## src/rtl/arb_mux.sv

```systemverilog
// N-channel valid/ready arbiter feeding a single registered output slot.
// Define ARB_MUX_RR_EN for round-robin arbitration; otherwise lowest index wins.
module arb_mux #(
  parameter int unsigned WIDTH = 32,
  parameter int unsigned N     = 4,
  localparam int unsigned SELW = (N > 1) ? $clog2(N) : 1
) (
  input  logic                 clk,
  input  logic                 rst,
  input  logic [N-1:0]         in_valid,
  input  logic [N*WIDTH-1:0]   in_data,
  output logic [N-1:0]         in_ready,
  output logic                 out_valid,
  output logic [WIDTH-1:0]     out_data,
  output logic [SELW-1:0]      out_sel,
  input  logic                 out_ready
);

  logic             out_valid_q, out_valid_d;
  logic [WIDTH-1:0] out_data_q, out_data_d;
  logic [SELW-1:0]  out_sel_q, out_sel_d;

  logic [N-1:0]     grant;
  logic [SELW-1:0]  gnt_idx;
  logic             found;
  logic [WIDTH-1:0] mux_data;
  logic             can_accept;
  logic             xfer_in;

`ifdef ARB_MUX_RR_EN
  logic [SELW-1:0]  ptr_q;
`endif

  always_comb begin
    grant   = '0;
    gnt_idx = '0;
    found   = 1'b0;
`ifdef ARB_MUX_RR_EN
    // First pass looks only above the last grant; the second pass wraps around.
    for (int unsigned i = 0; i < N; i++) begin
      if (!found && in_valid[i] && (i > 32'(ptr_q))) begin
        found    = 1'b1;
        grant[i] = 1'b1;
        gnt_idx  = SELW'(i);
      end
    end
`endif
    for (int unsigned i = 0; i < N; i++) begin
      if (!found && in_valid[i]) begin
        found    = 1'b1;
        grant[i] = 1'b1;
        gnt_idx  = SELW'(i);
      end
    end
  end

  always_comb begin
    mux_data = '0;
    for (int unsigned i = 0; i < N; i++) begin
      mux_data = mux_data | (in_data[i*WIDTH +: WIDTH] & {WIDTH{grant[i]}});
    end
  end

  assign can_accept = !out_valid_q || out_ready;
  assign in_ready   = rst ? '0 : (grant & {N{can_accept}});
  assign xfer_in    = |in_ready;

  always_comb begin
    out_valid_d = out_valid_q;
    out_data_d  = out_data_q;
    out_sel_d   = out_sel_q;
    if (xfer_in) begin
      out_valid_d = 1'b1;
      out_data_d  = mux_data;
      out_sel_d   = gnt_idx;
    end else if (out_ready) begin
      out_valid_d = 1'b0;
    end
  end

  always_ff @(posedge clk or posedge rst) begin
    if (rst) begin
      out_valid_q <= 1'b0;
      out_data_q  <= '0;
      out_sel_q   <= '0;
    end else begin
      out_valid_q <= out_valid_d;
      out_data_q  <= out_data_d;
      out_sel_q   <= out_sel_d;
    end
  end

`ifdef ARB_MUX_RR_EN
  // Reset to N-1 so the first search after reset starts at channel 0.
  always_ff @(posedge clk or posedge rst) begin
    if (rst) begin
      ptr_q <= SELW'(N - 1);
    end else if (xfer_in) begin
      ptr_q <= gnt_idx;
    end
  end
`endif

  assign out_valid = out_valid_q;
  assign out_data  = out_data_q;
  assign out_sel   = out_sel_q;

endmodule
```

## config.mk

```make
export PLATFORM = sky130hd
export DESIGN_NAME = arb_mux
export DESIGN_NICKNAME = d
export VERILOG_FILES = /design/src/rtl/arb_mux.sv
export SDC_FILE = /design/constraint.sdc
export NUM_CORES = 1
export LEC_CHECK = 0
export ABC_CLOCK_PERIOD_IN_PS = 1760
export CAP_MARGIN = 20
export CORE_AREA = 2 2 90 92
export CTS_CLUSTER_DIAMETER = 60
export DETAILED_ROUTE_END_ITERATION = 8
export DIE_AREA = 0 0 92 94
export HOLD_SLACK_MARGIN = 0.15
export PLACE_DENSITY = 0.79
export SLEW_MARGIN = 5
export SYNTH_ARGS = -nofsm -noshare
export SYNTH_HDL_FRONTEND = slang
export SYNTH_SLANG_ARGS = --single-unit
```

## constraint.sdc

```tcl
create_clock -name clk -period 1.76 [get_ports clk]
set_clock_uncertainty 0.1 [all_clocks]
set_input_delay 0.176 -clock clk [delete_from_list [all_inputs] [get_ports clk]]
set_output_delay 0.176 -clock clk [all_outputs]
set_load 0.005 [all_outputs]
```

==> results of run 1 <==
## critical path, delay by kind of cell
kind,cells,cell delay [ns]
and+or+nand+nor,3,0.77
buffers and inverters,3,0.77
## cell type report
class | count | area share [%]
tap | 102 | 2.688
sequential | 35 | 18.45
inverter | 34 | 2.688
clock buffer | 8 | 2.108
timing repair buffer | 196 | 41.11
multi-input combinational | 178 | 32.96
## how the worst min path moves through the flow
| stage | endpoint | cells after the start |
|---|---|---|
| CTS | out_sel[0] | 3 |
| global placement | out_sel[0] | 1 |
| finish | out_sel[0] | 3 |
| global route | out_sel[0] | 3 |
| detailed placement | out_sel[0] | 1 |
| floorplan | out_data[0] | 2 |
## registers in the layout, summed over array words and instances (netlist names)
name       cells
out_data      32
out_sel        2
out_valid      1
## what timing repair did
action	CTS	global route
setup endpoints to repair	4	6
resized for setup	7	1
buffers inserted	0	0
hold endpoints to repair	15	0
pin swaps	0	1
hold buffers	1	0
## cells by family after synthesis
group | count (synthesis)
flip-flops | 35
buffers and inverters | 70
AO/OA/AOI/OAI | 131
AND/OR/NAND/NOR | 47
## layer usage
layer | part of all wire (%) | vias up | routed length, um
li1 | - | 1433 | -
met1 | 41 | 1372 | 3785
met2 | 52 | 113 | 4888
met3 | 5.6 | 14 | 522
met4 | 1.5 | 0 | 138
met5 | 0 | - | 0
## cells in the final DEF (no fill, tap or decap)
| cell type | instances |
|---|---|
| sky130_fd_sc_hd__nor3_1 | 2 |
| sky130_fd_sc_hd__buf_6 | 1 |
| sky130_fd_sc_hd__buf_4 | 16 |
| sky130_fd_sc_hd__a21oi_1 | 33 |
| sky130_fd_sc_hd__buf_12 | 5 |
| sky130_fd_sc_hd__nor2b_4 | 1 |
| sky130_fd_sc_hd__nor4_1 | 1 |
| sky130_fd_sc_hd__inv_1 | 33 |
| sky130_fd_sc_hd__a2bb2oi_1 | 13 |
| sky130_fd_sc_hd__o32a_1 | 2 |
| sky130_fd_sc_hd__nor3b_1 | 1 |
| sky130_fd_sc_hd__nand2_1 | 1 |
| sky130_fd_sc_hd__dfrtp_1 | 35 |
| sky130_fd_sc_hd__buf_2 | 3 |
| sky130_fd_sc_hd__nand3b_1 | 32 |
| sky130_fd_sc_hd__nor3_4 | 1 |
| sky130_fd_sc_hd__nor2_1 | 3 |
| sky130_fd_sc_hd__a2111oi_1 | 30 |
| sky130_fd_sc_hd__a22o_1 | 32 |
| sky130_fd_sc_hd__clkinv_1 | 1 |
| sky130_fd_sc_hd__or2_1 | 1 |
| sky130_fd_sc_hd__clkbuf_8 | 7 |
| sky130_fd_sc_hd__clkbuf_1 | 1 |
| sky130_fd_sc_hd__a2111oi_0 | 2 |
| sky130_fd_sc_hd__dlygate4sd2_1 | 5 |
| sky130_fd_sc_hd__clkdlybuf4s50_1 | 165 |
| sky130_fd_sc_hd__a2bb2oi_2 | 19 |
| sky130_fd_sc_hd__nor3_2 | 1 |
| sky130_fd_sc_hd__nor4b_4 | 1 |
| sky130_fd_sc_hd__dlygate4sd3_1 | 1 |
| sky130_fd_sc_hd__nor4_4 | 1 |
| sky130_fd_sc_hd__nor3b_2 | 1 |
## power groups by stage
| stage | clock, uW | combinational, uW | sequential, uW |
|---|---|---|---|
| final | 650 | 1260 | 1030 |
| after global routing | 701 | 1350 | 1060 |
| after CTS | 667 | 1270 | 1040 |
| after detailed placement | 0 | 1270 | 1050 |
| after global placement | 0 | 1240 | 1050 |
| after floorplan | 0 | 535 | 1060 |
## through the flow
stage	area [um2]	worst slack, ns	TNS (ns)	instances	total power (uW)
2_1_floorplan	2761	0.2677	0	283	1590
3_3_place_gp	4631	-0.2016	-4.710	544	2289
3_5_place_dp	4631	-0.2043	-5.561	544	2313
4_1_cts	4745	0.04420	0	553	2972
5_1_grt	4748	0.02610	0	553	3109
6_report	4748	0.09966	0	553	2946
==> impl_metrics.json, run 1 <==
{
  "share_seq_of_total_power_pct": 35.1,
  "synth-seq-cells": 35,
  "crit_chain": "clkdlybuf4s50_1 -> buf_4 -> nor4_4 -> nor3_4 -> buf_12 -> or2_1",
  "cts_inserted_buffers": 5,
  "synthesis.yosys.warnings": 0,
  "die_area_um2": 8648,
  "initialDrtViolationCount": 60,
  "grt_busiest_layer": "met2",
  "first_global_vias": 3116,
  "syn_area_um2": 2761,
  "route.detailed.drc": 0,
  "multi_input_area_um2": 1565,
  "gp_congestion": 0.7611,
  "antennaDiodeCount": 0,
  "route.detailed.wl_per_inst_um": 16.88,
  "die_height_um": 94,
  "routing_usage_on_met2_pct": 39.89,
  "max_stage_delay_ns": 0.47,
  "detail_route.wirelength_mm": 9.334,
  "reg2reg_slack_ns": 0.18,
  "layout-area-overhead-vs-synth_pct": 71.95,
  "clkSlewWorstSetupHoldPaths_ns": 0.07,
  "grtUsageTotal_pct": 21.36,
  "post_synth.cell_area_avg_um2": 9.758,
  "yosys.area_share.xor_xnor_pct": 0,
  "fraction_of_the_mapped_netlist_area_in_compound_gates_pct": 42.82,
  "synth.yosys.seq_area_share_pct": 31.72,
  "largest_family_of_logic_cells_by_synthesized_area": "compound AO/OA/AOI/OAI gates",
  "slew_violations": 0,
  "drtAntennaViolNets": 0,
  "hold_path.class": "in2reg",
  "place.port_buffers": 173,
  "run_status": "finished clean",
  "synth_top_area_share_pct": 31.72,
  "synth.mux.area_fraction_pct": 0,
  "final_util_pct": 62.42,
  "timing.fmax_mhz": 602.3,
  "setup_viol": 0,
  "fillers": 641,
  "crit_path_end_kind": "register",
  "reg2reg_from": "out_valid",
  "min_from": "in_valid[0]",
  "yosysMostFrequentCell": "sky130_fd_sc_hd__dfrtp_1",
  "netlist_top_cells_count": "35 x sky130_fd_sc_hd__dfrtp_1, 34 x sky130_fd_sc_hd__inv_1, 33 x sky130_fd_sc_hd__a21oi_1, 32 x sky130_fd_sc_hd__a22o_1, 32 x sky130_fd_sc_hd__nand3b_1",
  "synth_simple_gate_area_share_pct": 13.23,
  "hold_viol_final": 0,
  "clkSinkCount": 35,
  "post_route_cells_drive_above_1_share_pct": 12.64,
  "core_region_area_um2": 7607,
  "postSynth.topFlopCell": "sky130_fd_sc_hd__dfrtp_1",
  "rr_endpoint": "out_data[5]",
  "cellPowerDensity_nw_per_um2": 620.3,
  "vdd_drop_max_uv": 308.7,
  "crit_end": "out_valid",
  "p_clk_share_pct": 22.1,
  "post_synth_num_cell_types": 25,
  "number_of_antenna_violations_at_the_first_check_in_global_routing": 0,
  "post_synth_fa_ha_maj_area_fraction_pct": 0,
  "cts.root.buffer_cell": "sky130_fd_sc_hd__clkbuf_8",
  "cpMaxStageDelayCell": "sky130_fd_sc_hd__nor4_4",
  "cts-htree-levels": 2,
  "number_of_max_cap_violations": 0,
  "slew_headroom_pct": 55.26,
  "worstPathArrival_ns": 1.73,
  "worst_r2r_path_depth": 4,
  "nets": 585,
  "finalCriticalPeriod_ns": 1.660,
  "regArea_um2": 875.8,
  "global_route.usage.met1_pct": 24.67,
  "drt-vias-per-instance": 5.302,
  "cts_tree": "built",
  "worst_hold_slack_ns": 0.2683,
  "worstPathRequired_ns": 1.83,
  "power_report.internal_total_uw": 2142,
  "crit_path_max_fanout": 15,
  "detailroute.via_count": 2932,
  "synth_area_leaders": "sky130_fd_sc_hd__dfrtp_1 32%, sky130_fd_sc_hd__a2111oi_1 11%, sky130_fd_sc_hd__a2bb2oi_2 10%",
  "startpoint": "in_valid[3]",
  "congestion_overflow_gr": 0,
  "synth_nets": 418,
  "largest_net_degree_at_the_start_of_global_routing": 33,
  "firstDrtPassIters": 4,
  "total_switching_power_uw": 804.0,
  "switching_power_share_of_the_total_pct": 27.30,
  "worst_setup_path_start_kind": "primary input",
  "ctsLongestPathBuffers": 2,
  "core.rowCount": 32,
  "synth_area_leader_cell": "sky130_fd_sc_hd__dfrtp_1",
  "count_of_mapped_cells_out_of_synthesis": 283,
  "grt_pass1_wl_mm": 14.93,
  "rsz0062_at_grt": "false",
  "timing_worst_slew_pin_value_ns": 0.6670,
  "grt_util_met3_pct": 4.896,
  "share_of_power_burned_in_combinational_logic_pct": 42.8,
  "die_width_um": 92,
  "critPathKind": "in2reg",
  "post-dp-hpwl_mm": 7.196,
  "clk_latency_ns": 0.28,
  "synthArstFlopShare_pct": 100.0,
  "floorplan.initialDensity_pct": 36.30,
  "synth-edff-count": 0,
  "final.period_utilization_pct": 94.34,
  "power_leakage_uw": 0.001876,
  "number_of_top_level_pins": 174
}
(Power assumes the default switching activity.)
==> inputs of run 2 (changes only) <==
Settings changed: CORE_AREA 2 2 90 92 to 2 2 126 67, DIE_AREA 0 0 92 94 to 0 0 128 69, HOLD_SLACK_MARGIN 0.15 to not set.
==> impl_metrics.json, run 2 (synthesis gave the netlist of run 1 again) <==
{
  "reg2reg_slack_ns": 0.11,
  "clkSinkCount": 35,
  "worst_r2r_path_depth": 4,
  "post-dp-hpwl_mm": 7.651,
  "route.detailed.wl_per_inst_um": 17.89,
  "congestion_overflow_gr": 0,
  "initialDrtViolationCount": 114,
  "cellPowerDensity_nw_per_um2": 665.8,
  "finalCriticalPeriod_ns": 1.693,
  "worst_setup_path_start_kind": "primary input",
  "firstDrtPassIters": 4,
  "largest_net_degree_at_the_start_of_global_routing": 53,
  "gp_congestion": 0.7598,
  "clk_latency_ns": 0.27,
  "layout-area-overhead-vs-synth_pct": 72.59,
  "drt-vias-per-instance": 5.378,
  "worst_hold_slack_ns": 0.05772,
  "cts_inserted_buffers": 5,
  "finalNonFillerCells": 550,
  "placed_cell_count": 542,
  "drtAntennaViolNets": 0,
  "timing.fmax_mhz": 590.7,
  "number_of_antenna_violations_at_the_first_check_in_global_routing": 1,
  "die_height_um": 69,
  "first_global_vias": 3020,
  "cts.root.buffer_cell": "sky130_fd_sc_hd__clkbuf_16",
  "crit_path_max_fanout": 32,
  "crit_path_end_kind": "register",
  "post-cts-setup-buffer-count": 0,
  "clkSlewWorstSetupHoldPaths_ns": 0.06,
  "slew_headroom_pct": 63.51,
  "number_of_max_cap_violations": 0,
  "vdd_drop_max_uv": 333.9,
  "pre_cts_ws_ns": -0.2500,
  "hold_viol_final": 0,
  "power_report.internal_total_uw": 2337,
  "detailroute.via_count": 2958,
  "grtUsageTotal_pct": 22.04,
  "ctsHoldBuffers": 0,
  "run_status": "finished clean",
  "mostFrequentLayoutCell": "sky130_fd_sc_hd__clkdlybuf4s50_1",
  "slew_violations": 0,
  "setup_viol": 0,
  "reg2reg_from": "out_valid",
  "number_of_top_level_pins": 174,
  "place.port_buffers": 173,
  "rsz0062_at_grt": "false",
  "die_width_um": 128,
  "post_route_cells_drive_above_1_share_pct": 12.69,
  "detail_route.wirelength_mm": 9.840,
  "largest_register_ffs": 32,
  "fillers": 635,
  "rr_endpoint": "out_data[3]",
  "route.detailed.drc": 0,
  "final.period_utilization_pct": 96.19,
  "p_clk_share_pct": 27.2,
  "cts_tree": "built",
  "timing_worst_slew_pin_value_ns": 0.5460,
  "setup_ws_ns": 0.06697,
  "ctsLongestPathBuffers": 2,
  "core_region_area_um2": 7712,
  "floorplan.initialDensity_pct": 35.80,
  "worstPathArrival_ns": 1.73,
  "power_leakage_uw": 0.001889,
  "nets": 584,
  "power_uw": 3173,
  "hold_path.class": "in2async",
  "share_of_power_burned_in_combinational_logic_pct": 39.9,
  "die_area_um2": 8832,
  "switching_power_share_of_the_total_pct": 26.36,
  "worstPathRequired_ns": 1.79,
  "total_switching_power_uw": 836.3,
  "cts-htree-levels": 2,
  "share_seq_of_total_power_pct": 32.9,
  "core.rowCount": 23,
  "final_cell_mix": "165 x sky130_fd_sc_hd__clkdlybuf4s50_1, 35 x sky130_fd_sc_hd__dfrtp_1, 33 x sky130_fd_sc_hd__inv_1, 33 x sky130_fd_sc_hd__a21oi_1",
  "critPathKind": "in2reg",
  "grt_pass1_wl_mm": 15.43
}
==> run 2: area by class of cell <==
class	instances	area, um2	area share (%)
timing repair buffer	195	1926	40.40
clock buffer	6	138.9	2.914
sequential	35	875.8	18.38
antenna	1	2.502	0.05251
inverter	34	127.6	2.678
clock inverter	1	5.005	0.1050
multi-input combinational	178	1565	32.84
tap	100	125.1	2.625
==> run 2: worst max path at each step <==
stage                      startpoint      endpoint  slack (ns)  cells after the start
after global placement    in_valid[2]   in_ready[3]       -0.19                      4
final                     in_valid[3]  out_data[11]        0.07                      5
after detailed placement  in_valid[2]  out_data[11]       -0.25                      5
after floorplan             out_valid   out_data[0]        0.27                      4
after CTS                 in_valid[3]   out_data[3]        0.10                      5
after global routing      in_valid[3]     out_valid        0.01                      7
==> run 2: worst max-delay path: stages <==
cell,delay (ns)
sky130_fd_sc_hd__clkdlybuf4s50_1,0.43
sky130_fd_sc_hd__nor4b_4,0.15
sky130_fd_sc_hd__buf_4,0.26
sky130_fd_sc_hd__a2111oi_1,0.60
sky130_fd_sc_hd__a2bb2oi_1,0.11
==> run 2: what timing repair did <==
action | 4_1_cts | 5_1_grt
gates resized for setup | 6 | 1
pin swaps | 0 | 0
endpoints found under the setup margin | 4 | 1
==> run 2: power by group through the flow <==
stage	logic, uW	registers [uW]	clock network [uW]
3_3_place_gp	1250	1050	0
4_1_cts	1280	1040	883
5_1_grt	1350	1060	921
3_5_place_dp	1270	1060	0
2_1_floorplan	535	1060	0
6_report	1270	1040	863
==> run 2: through the flow <==
| step | setup TNS, ns | utilization [%] | instance area [um2] |
|---|---|---|---|
| 2_1_floorplan | 0 | - | 2761 |
| 3_3_place_gp | -4.283 | 59.85 | 4616 |
| 3_5_place_dp | -5.361 | 59.85 | 4616 |
| 4_1_cts | 0 | 61.70 | 4758 |
| 5_1_grt | 0 | 61.79 | 4766 |
| 6_report | 0 | 61.79 | 4766 |
==> run 2: metal layers <==
layer | share of wire [%] | routed length (um) | global-route usage (%) | vias to the layer above
met5 | 0 | 0 | 0 | -
met4 | 0.91 | 90 | 4.274 | 0
met3 | 9.0 | 882 | 6.988 | 11
met2 | 44 | 4299 | 36.42 | 126
met1 | 46 | 4568 | 28.53 | 1392
li1 | - | - | - | 1429
==> inputs of run 3 (changes only) <==
Settings changed: PLACE_DENSITY 0.79 to not set, PLACE_DENSITY_LB_ADDON set to 0.1.
==> impl_metrics.json, run 3 (synthesis gave the netlist of run 1 again) <==
{
  "number_of_antenna_violations_at_the_first_check_in_global_routing": 0,
  "setup_viol": 0,
  "placed_cell_count": 548,
  "number_of_top_level_pins": 174,
  "share_seq_of_total_power_pct": 32.5,
  "post_route_cells_drive_above_1_share_pct": 16.16,
  "cpMaxStageDelayCell": "sky130_fd_sc_hd__a2111oi_1",
  "power_uw": 3217,
  "switching_power_share_of_the_total_pct": 27.71,
  "detailroute.via_count": 3093,
  "drtAntennaViolNets": 0,
  "nets": 592,
  "antennaDiodeCount": 0,
  "crit_path_end_kind": "register",
  "finalCriticalPeriod_ns": 1.704,
  "largest_net_degree_at_the_start_of_global_routing": 39,
  "floorplan.initialDensity_pct": 35.80,
  "die_width_um": 128,
  "number_of_max_cap_violations": 0,
  "hold_path.class": "in2async",
  "firstDrtPassIters": 4,
  "detailed_place.area_um2": 4636,
  "final.period_utilization_pct": 96.84,
  "crit_end": "out_data[7]",
  "core.rowCount": 23,
  "critPathMostFrequentCell": "sky130_fd_sc_hd__buf_4",
  "worst_setup_path_start_kind": "register",
  "worst_path_dominant_cell_family": "compound AO/OA/AOI/OAI gates",
  "final_cell_mix": "165 x sky130_fd_sc_hd__clkdlybuf4s50_1, 35 x sky130_fd_sc_hd__dfrtp_1, 33 x sky130_fd_sc_hd__inv_1, 33 x sky130_fd_sc_hd__a21oi_1",
  "slew_headroom_pct": 69.63,
  "finalNonFillerCells": 558,
  "grt_util_met3_pct": 6.910,
  "share_of_power_burned_in_combinational_logic_pct": 40.7,
  "route.detailed.drc": 0,
  "path_depth": 5,
  "gp_congestion": 0.7563,
  "rsz0062_at_grt": "true",
  "timing.fmax_mhz": 586.7,
  "vdd_drop_max_uv": 438.8,
  "mostFrequentLayoutCell": "sky130_fd_sc_hd__clkdlybuf4s50_1",
  "ctsHoldBuffers": 0,
  "worstPathArrival_ns": 1.75,
  "detail_route.wirelength_mm": 10.60,
  "fillers": 665,
  "post-dp-hpwl_mm": 7.884,
  "drt-vias-per-instance": 5.543,
  "die_height_um": 69,
  "cellPowerDensity_nw_per_um2": 663.9,
  "layout-area-overhead-vs-synth_pct": 75.49,
  "congestion_overflow_gr": 0,
  "clkSlewWorstSetupHoldPaths_ns": 0.06,
  "largest_register_ffs": 32,
  "design_area_um2": 4846,
  "first_global_vias": 3124,
  "path_buf_inv": 2,
  "cts-htree-levels": 2,
  "startpoint": "out_valid",
  "initialDrtViolationCount": 153,
  "grt_pass1_wl_mm": 16.56,
  "max_stage_delay_ns": 0.48,
  "grt_busiest_layer": "met2",
  "power_leakage_uw": 0.001929,
  "cts.root.buffer_cell": "sky130_fd_sc_hd__clkbuf_16",
  "slew_violations": 0,
  "routing_usage_on_met2_pct": 36.90,
  "worst_r2r_path_depth": 5,
  "cts_inserted_buffers": 5,
  "ctsLongestPathBuffers": 2,
  "clkSinkCount": 35,
  "global_route.usage.met1_pct": 32.36,
  "crit_path_max_fanout": 17,
  "reg2reg_from": "out_valid",
  "clk_latency_ns": 0.27,
  "critPathKind": "reg2reg",
  "worstPathRequired_ns": 1.80,
  "rr_endpoint": "out_data[7]",
  "setup_ws_ns": 0.05559,
  "regArea_um2": 875.8,
  "die_area_um2": 8832,
  "place.port_buffers": 173,
  "power_report.internal_total_uw": 2326,
  "route.detailed.wl_per_inst_um": 18.99,
  "hold_viol_final": 0,
  "multi_input_area_um2": 1619,
  "pre_cts_ws_ns": -0.2189,
  "run_status": "finished clean",
  "total_switching_power_uw": 891.5,
  "timing_worst_slew_pin_value_ns": 0.4544,
  "crit_chain": "nor2b_4 -> buf_4 -> buf_4 -> a2111oi_1 -> a2bb2oi_2",
  "core_region_area_um2": 7712,
  "reg2reg_slack_ns": 0.06,
  "grtUsageTotal_pct": 23.43,
  "cts_tree": "built",
  "p_clk_share_pct": 26.8
}
run 3: cell count changes in the layout (fill, tap and decap cells not counted), sizes merged:
cell	change
diode	-1
clkbuf	+1
buf	+8
run 3: final cells by class:
| class | count | area share [%] |
|---|---|---|
| clock buffer | 7 | 2.737 |
| multi-input combinational | 178 | 33.41 |
| clock inverter | 1 | 0.1033 |
| inverter | 34 | 2.634 |
| tap | 100 | 2.582 |
| timing repair buffer | 203 | 40.46 |
| sequential | 35 | 18.07 |
run 3: worst min-delay path by stage:
stage	depth (start not counted)	start	to	slack (ns)
detailed placement	4	rst	out_data[18]	0.38
global route	4	rst	out_data[20]	0.14
floorplan	2	in_data[96]	out_data[0]	0.27
global placement	4	rst	out_data[20]	0.38
CTS	4	rst	out_data[14]	0.10
finish	4	rst	out_data[20]	0.12
run 3: per-layer routing:
layer / wire length (um) / share of wire (%) / vias up
met5: 0 / 0 / -
met4: 61 / 0.58 / 0
met3: 812 / 7.7 / 6
met2: 4687 / 44 / 121
met1: 5036 / 48 / 1517
li1: - / - / 1449
run 3: power groups by stage:
stage               clock (uW)  sequential (uW)  combinational, uW
floorplan                    0             1060                535
global placement             0             1050               1270
detailed placement           0             1050               1280
CTS                        870             1050               1300
global route               928             1060               1400
finish                     861             1050               1310
run 3: through the flow:
| stage | utilization, % | hold slack, ns | TNS [ns] |
|---|---|---|---|
| finish | 62.83 | 0.1169 | 0 |
| global route | 62.83 | 0.1378 | -0.03620 |
| CTS | 62.22 | 0.1041 | 0 |
| detailed placement | 60.11 | 0.3826 | -5.259 |
| global placement | 60.11 | 0.3791 | -4.386 |
| floorplan | - | 0.2703 | 0 |
run 3: worst reg2reg max path, cell delays in order, from the launching register on:
cell                        delay, ns
sky130_fd_sc_hd__dfrtp_1         0.38
sky130_fd_sc_hd__nor2b_4         0.14
sky130_fd_sc_hd__buf_4           0.16
sky130_fd_sc_hd__buf_4           0.21
sky130_fd_sc_hd__a2111oi_1       0.49
sky130_fd_sc_hd__a2bb2oi_2       0.10
run 3: what timing repair did:
item / CTS / global route
buffers inserted: 2 / 0
endpoints found under the setup margin: 4 / 14
resized for setup: 8 / 10
pin swaps: 0 / 1
